<file path="src/rtl/audio_pkg.sv">
// Shared audio datapath definitions: default widths and the I2S receiver state type.
package audio_pkg;
    localparam int DATA_W_DEF      = 16;
    localparam int CNT_W_DEF       = 6;
    localparam int SYNC_STAGES_DEF = 2;

    typedef enum logic {ALIGN, RUN} rx_state_t;
endpackage

</file>
<file path="src/rtl/i2s_sync.sv">
// Multi-flop synchronizer for one async input, with an optional rising-edge strobe.
module i2s_sync #(
    parameter int STAGES  = 2,
    parameter bit EDGE_EN = 1'b0
) (
    input  logic clk,
    input  logic rst,
    input  logic d,
    output logic q,
    output logic rise
);
    logic [STAGES-1:0] sr;

    always_ff @(posedge clk) begin
        if (rst) sr <= '0;
        else     sr <= {sr[STAGES-2:0], d};
    end

    assign q = sr[STAGES-1];

    if (EDGE_EN) begin : g_edge
        logic q_d;
        always_ff @(posedge clk) begin
            if (rst) q_d <= 1'b0;
            else     q_d <= q;
        end
        assign rise = q & ~q_d;
    end else begin : g_no_edge
        assign rise = 1'b0;
    end
endmodule

</file>
<file path="src/rtl/i2s_rx.sv">
// I2S receiver: oversamples sclk/lrclk/sdata on clk, aligns to a left-slot start and
// emits left-aligned stereo words with a single-cycle valid strobe.
module i2s_rx
    import audio_pkg::*;
#(
    parameter int DATA_W      = DATA_W_DEF,
    parameter int SYNC_STAGES = SYNC_STAGES_DEF,
    parameter int CNT_W       = CNT_W_DEF
) (
    input  logic              clk,
    input  logic              rst,
    input  logic              en,
    input  logic              i2s_sclk,
    input  logic              i2s_lrclk,
    input  logic              i2s_sdata,
    output logic [DATA_W-1:0] left_data,
    output logic [DATA_W-1:0] right_data,
    output logic              sample_valid,
    output logic              frame_err
);
    logic sck_rise, lr, b;
    logic lr_rise_unused, sd_rise_unused;

    i2s_sync #(.STAGES(SYNC_STAGES), .EDGE_EN(1'b1)) u_sync_sclk (
        .clk(clk), .rst(rst), .d(i2s_sclk), .q(), .rise(sck_rise));
    i2s_sync #(.STAGES(SYNC_STAGES), .EDGE_EN(1'b0)) u_sync_lrclk (
        .clk(clk), .rst(rst), .d(i2s_lrclk), .q(lr), .rise(lr_rise_unused));
    i2s_sync #(.STAGES(SYNC_STAGES), .EDGE_EN(1'b0)) u_sync_sdata (
        .clk(clk), .rst(rst), .d(i2s_sdata), .q(b), .rise(sd_rise_unused));

    rx_state_t         state_q, state_d;
    logic              lr_q, lr_d;
    logic [DATA_W-1:0] shreg_q, shreg_d, shifted, word;
    logic [CNT_W-1:0]  cnt_q, cnt_d;
    logic [DATA_W-1:0] left_d, right_d;
    logic              valid_d, err_d, boundary, room;
    int unsigned       pad;

    assign boundary = lr ^ lr_q;
    assign room     = int'(cnt_q) < DATA_W;
    assign shifted  = {shreg_q[DATA_W-2:0], b};

    // Closing word: short slots are padded with zeros in the LSBs.
    always_comb begin
        pad  = '0;
        word = shreg_q;
        if (room) begin
            pad  = DATA_W - 1 - int'(cnt_q);
            word = shifted << pad;
        end
    end

    always_comb begin
        state_d = state_q;
        lr_d    = sck_rise ? lr : lr_q;
        cnt_d   = cnt_q;
        shreg_d = shreg_q;
        left_d  = left_data;
        right_d = right_data;
        valid_d = 1'b0;
        err_d   = frame_err;
        if (!en) begin
            state_d = ALIGN;
        end else if (sck_rise) begin
            case (state_q)
                ALIGN: begin
                    if (boundary && lr_q && !lr) begin
                        state_d = RUN;
                        cnt_d   = '0;
                        shreg_d = '0;
                    end
                end
                RUN: begin
                    if (!boundary) begin
                        if (room) shreg_d = shifted;
                        if (cnt_q != '1) cnt_d = cnt_q + 1'b1;
                    end else begin
                        if (int'(cnt_q) < DATA_W - 1) err_d = 1'b1;
                        if (!lr_q) begin
                            left_d = word;
                        end else begin
                            right_d = word;
                            valid_d = 1'b1;
                        end
                        cnt_d   = '0;
                        shreg_d = '0;
                    end
                end
                default: state_d = ALIGN;
            endcase
        end
    end

    always_ff @(posedge clk) begin
        if (rst) begin
            state_q      <= ALIGN;
            lr_q         <= 1'b0;
            cnt_q        <= '0;
            shreg_q      <= '0;
            left_data    <= '0;
            right_data   <= '0;
            sample_valid <= 1'b0;
            frame_err    <= 1'b0;
        end else begin
            state_q      <= state_d;
            lr_q         <= lr_d;
            cnt_q        <= cnt_d;
            shreg_q      <= shreg_d;
            left_data    <= left_d;
            right_data   <= right_d;
            sample_valid <= valid_d;
            frame_err    <= err_d;
        end
    end
endmodule
</file>
<file path="config.mk">
export PLATFORM = sky130hd
export DESIGN_NAME = i2s_rx
export DESIGN_NICKNAME = d
export VERILOG_FILES = /design/src/rtl/audio_pkg.sv /design/src/rtl/i2s_sync.sv /design/src/rtl/i2s_rx.sv
export SDC_FILE = /design/constraint.sdc
export NUM_CORES = 1
export LEC_CHECK = 0
export BUFFER_PORTS_ARGS = -buffer_cell sky130_fd_sc_hd__buf_2
export CAP_MARGIN = 20
export CELL_PAD_IN_SITES_DETAIL_PLACEMENT = 1
export CELL_PAD_IN_SITES_GLOBAL_PLACEMENT = 1
export CORE_MARGIN = 2
export CORE_UTILIZATION = 44
export CTS_CLUSTER_DIAMETER = 80
export DETAILED_ROUTE_END_ITERATION = 8
export HOLD_SLACK_MARGIN = 0.03
export PLACE_DENSITY = 0.79
export SLEW_MARGIN = 0
export SYNTH_ARGS = -nofsm -noshare
export SYNTH_HDL_FRONTEND = slang
export SYNTH_HIERARCHICAL = 1
export SYNTH_SLANG_ARGS = --single-unit
</file>
<file path="constraint.sdc">
create_clock -name clk -period 2.5 [get_ports clk]
set_clock_uncertainty 0.2 [all_clocks]
set_input_delay 0.25 -clock clk [delete_from_list [all_inputs] [get_ports clk]]
set_output_delay 0.25 -clock clk [all_outputs]
set_load 0.01 [all_outputs]
</file>
# Word level (Yosys, flattened, before mapping)
# Cells that the tools add are included.
# W data, S select, Z words.
# word_totals
regBits,65
output_inout_bits,34
# classes
addsub,2
order_cmp,2
n_eq_ne,4
shifts,1
mux,12
bitwise,8
reduce_logical,10
# op_table
operator,n
$mux W16,4
$pmux W16 S2,1
$shl A16 B32 Y16,1
$mux W6,3
$reduce_and A5 Y1,3
$pmux W6 S2,1
$reduce_and A4 Y1,2
$sub A4 B6 Y7 const A,1
$add A6 B1 Y6 const B,1
$lt A6 B4 Y1 const B,1
$lt A6 B5 Y1 const B,1
$ne A3 B1 Y1 const B,2
$ne A6 B6 Y1 const B,1
$not A1 Y1,6
$reduce_or A5 Y1,1
$mux W1,3
$logic_and A1 B1 Y1,2
$ne A2 B2 Y1 const B,1
$reduce_or A2 Y1,1
$and A1 B1 Y1,1
$logic_not A1 Y1,1
$xor A1 B1 Y1,1

# Longest topological paths before layout
# depth
ltp_word,5
ltp_mapped,8
mapped_depth_nobuf,7

# Cells and area by module
# The synthesis kept the hierarchy.
# by_module_without_submodules
mod,n_inst,cells_each,area_each_um2,seq_area_each_um2
i2s_rx,1,369,3139.3,1161.1
i2s_sync (u_sync_lrclk ...),2,6,63.8,40.0
i2s_sync (u_sync_sclk),1,7,87.6,60.1

# Worst setup path after synthesis
# Ideal clock, no wire load.
# synth_path
kind,register -> register
startpoint,register u_sync_lrclk.sr[1]
endpoint,register right_data[13]
setup_time_ns,0.142
t_arrival_ns,1.609
slack_ns,0.548
path_stages_with_launch,8
n_path_buf,2
period_less_slack_ns,1.952
cell_sequence,dfxtp_1 -> inv_1 -> ha_1 -> and4b_1 -> and2_1 -> buf_2 -> clkbuf_1 -> a311oi_1
# synth_via
elab_chain_len,2
# synth_lines
item,line,source
"start, declared",i2s_sync.sv:12,logic [STAGES-1:0] sr;
"start signal, assigned",i2s_sync.sv:16,"else sr <= {sr[STAGES-2:0], d};"
$xor A1 B1 Y1,i2s_rx.sv:39,assign boundary = lr ^ lr_q;
$reduce_and A5 Y1 (no line),-,
"end signal, assigned",i2s_rx.sv:110,right_data <= right_d;
"end, declared",i2s_rx.sv:17,"output logic [DATA_W-1:0] right_data,"
# No other way between the ends.
# A chain may end at the register's enable or synchronous reset.

# Worst setup path after layout
# layout_path
startpoint,register cnt_q[1]
endpoint,register left_data[14]
# layout_via
elab_chain_len,3
# layout_lines
item,line,source
"start, declared",i2s_rx.sv:34,"logic [CNT_W-1:0] cnt_q, cnt_d;"
"start signal, assigned",i2s_rx.sv:107,cnt_q <= cnt_d;
$sub A4 B6 Y7,i2s_rx.sv:48,pad = DATA_W - 1 - int'(cnt_q);
$shl A16 B32 Y16,i2s_rx.sv:49,word = shifted << pad;
$mux W16 *,i2s_rx.sv:47,if (room) begin
"end signal, assigned",i2s_rx.sv:109,left_data <= left_d;
"end, declared",i2s_rx.sv:16,"output logic [DATA_W-1:0] left_data,"
# Every way passes the cells marked *; elsewhere a longest branch is shown, timed or not.

==> results.md <==
- Result of the run: complete, no violations
- CP startpoint kind: flop
- Max Clock Freq: roughly 0.45 GHz
- Cell leakage power: 1.53 nW
- Biggest fanout along the worst timing path: 7
- Total inserted antenna cells: 0
- Placer Congestion: 0.963
- Setup repair after global routing missed its margin: no
- Number of H-tree levels: 3
- Clk slew on worst S/H paths: 0.08 ns
- Total routing usage reported by global routing: 0.262
- Final wirelength: just over 10 mm
- Avg Vias per Cell: 5.99
- Metal-1 WL: ~4.4 mm
- Die width: between 90 and 100 um
- TritonCTS clock tree: built
- Depth of the worst hold-timing path: 2
- Post-layout min period: about 2.2 ns
- Yosys warning total: 6
- Placed instance count: 510
- Die outline area: 0.00828 mm2
- Number of antenna violations at the first check in global routing: 0
- Fraction of the cycle the final worst path needs: 0.883
- Number of cells on the worst reg-to-reg path: 6
- Layout cell share with drive strength beyond 1: 0.211
- First-pass GRT wire length: 16.9 mm
- Number of standard cells in the layout, taps in and fillers out: 531
- Worst Min Path Start: rst
- CP endpoint kind: flop
- Syn Inst Count: between 300 and 400
- Post-CTS repair timing setup buffer count: 0
- Post-route antenna net violation count: 0
- Final-report hold violation count: 0
- Maximum Capacitance Violations: 0
- Gr ovfl total: 0
- Biggest cell delay along the critical path: 0.48 ns
- Avg Inst Size Synth: 8.68 um2
- Most frequent cells in the layout: nor2_1, dfxtp_1, buf_2
- Wire length on met2: 5.06 mm
- Worst min-delay path category: in2reg
- Critical path data required time: 2.58 ns
- Violation count after the first detailed-routing iteration: 218
- Kind of critical path: reg2reg
- Clk Tree Root Cell: clkbuf_8
- Worst slew margin: 0.586
- Final TNS setup: 0 ns
- Cell type of the slowest stage on the worst timing path: dfxtp_1
- Most common cell after layout, fill and taps aside: nor2_1
- # rows: 31
- Launching point of the worst reg2reg path: cnt_q[1]
- CTS Buf Count: 9
- Vias in the first global route: about 3200
- Starting utilization of the core area: 0.457
- DRC violation count after routing: 0
- Port buffer count: 39
- Chip Height: just over 90 um
- Number of top-level pins: 40
- Routed wire per std cell: a little under 20 um
- Num Clock Sinks: 65
- DR pass1 iterations: 6
- Final Max Tran Viols: 0
- Core region area: 0.00729 mm2
- Post-synthesis cell area: 0.00333 mm2
- Ordered list of cells on the worst path: buf_4 > nor2b_1 > a22oi_1 > mux2i_2 > a221oi_2 > a211oi_1
- Number of nets in the layout: 435
- Setup violators final: 0
- DR vias: 3180
- Endpoint arrival time on the critical path: 2.28 ns
- Destination of the worst hold path: sample_valid
- Worst voltage drop across the vdd grid: 426 uV
- Area grow syn2layout: 19.7%
- Clock latency at the later pin of the worst-skew pair: 0.36 ns
- Power per standard cell area: between 500 and 600 mW/mm2
- Pin count of the biggest net entering global routing: 30
- R2R Setup Slk: roughly 0.29 ns
- Measured slew at the worst slew-check pin: between 0.6 and 0.7 ns
- Longest Clk Path Bufs: 2
- Total nets after synthesis: 392
- RR Endpoint: left_data[14]
- DPL Wire Length: 7.12 mm
- Uppermost layer routed: met4
- Routed met3 length: around 550 um
## sequential cells by signal, indices dropped and copies added (netlist names)
signal and cells:
frame_err 1, left_data 16, right_data 16, u_sync_sclk/sr 2, u_sync_sdata/sr 2, u_sync_lrclk/sr 2
cnt_q 6, lr_q 1, sample_valid 1, state_q 1, shreg_q 16, u_sync_sclk/g_edge.q_d 1
## layer usage
| layer | global-route usage | vias up |
|---|---|---|
| met1 | 0.326 | 1560 |
| met5 | 0 | - |
| li1 | - | 1466 |
| met4 | 0.116 | 0 |
| met3 | 0.0564 | 37 |
| met2 | 0.436 | 117 |
## where the power goes
part / internal (W) / total, W / switching, W
logic: 0.0000202 / 0.0000496 / 0.0000294
clock network: 0.000771 / 0.00121 / 0.000441
registers: 0.00104 / 0.00104 / 0.00000188
total: 0.00183 / 0.00230 / 0.000472
## per-stage QoR
stage	area, um2	utilization	power, W	hold WS, ns	setup WS (ns)
after floorplan	3330	-	0.00109	0.122	0.548
after global placement	3670	0.504	0.00111	0.220	0.207
after detailed placement	3670	0.504	0.00111	0.233	0.182
after CTS	3980	0.546	0.00232	0.173	0.175
after global routing	3990	0.547	0.00236	0.217	0.175
final	3990	0.547	0.00230	0.184	0.293
## worst max-delay path: cells and delay by family, from the launching register on
kind	cells	cell delay (ns)
compound gates	3	0.62
mux	1	0.28
buf+inv	1	0.19
flops	1	0.48
simple gates	1	0.35
## layout make-up
class,instances,area (um2)
clock inverters,6,138
clock buffers,10,128
fillers,893,3300
multi-input cells,278,1840
inverters,7,26.3
repair buffers,66,433
well taps,99,124
flip-flops and latches,65,1300
## what timing repair did
item	CTS	global route
endpoints found under the setup margin	0	1
hold endpoints to repair	4	0
gates resized for setup	0	1
hold buffers	4	0
## how the worst max path moves through the flow
stage                                  start             end  slack (ns)  cells past startpoint
after detailed placement            cnt_q[2]   left_data[14]        0.18                      5
after global routing                cnt_q[1]   left_data[10]        0.18                      6
after global placement              cnt_q[2]    left_data[5]        0.21                      6
final                               cnt_q[1]   left_data[14]        0.29                      6
after floorplan           u_sync_lrclk/sr[1]  right_data[13]        0.55                      7
after CTS                           cnt_q[2]   left_data[14]        0.17                      5
Power figures use the tool's default switching activity.
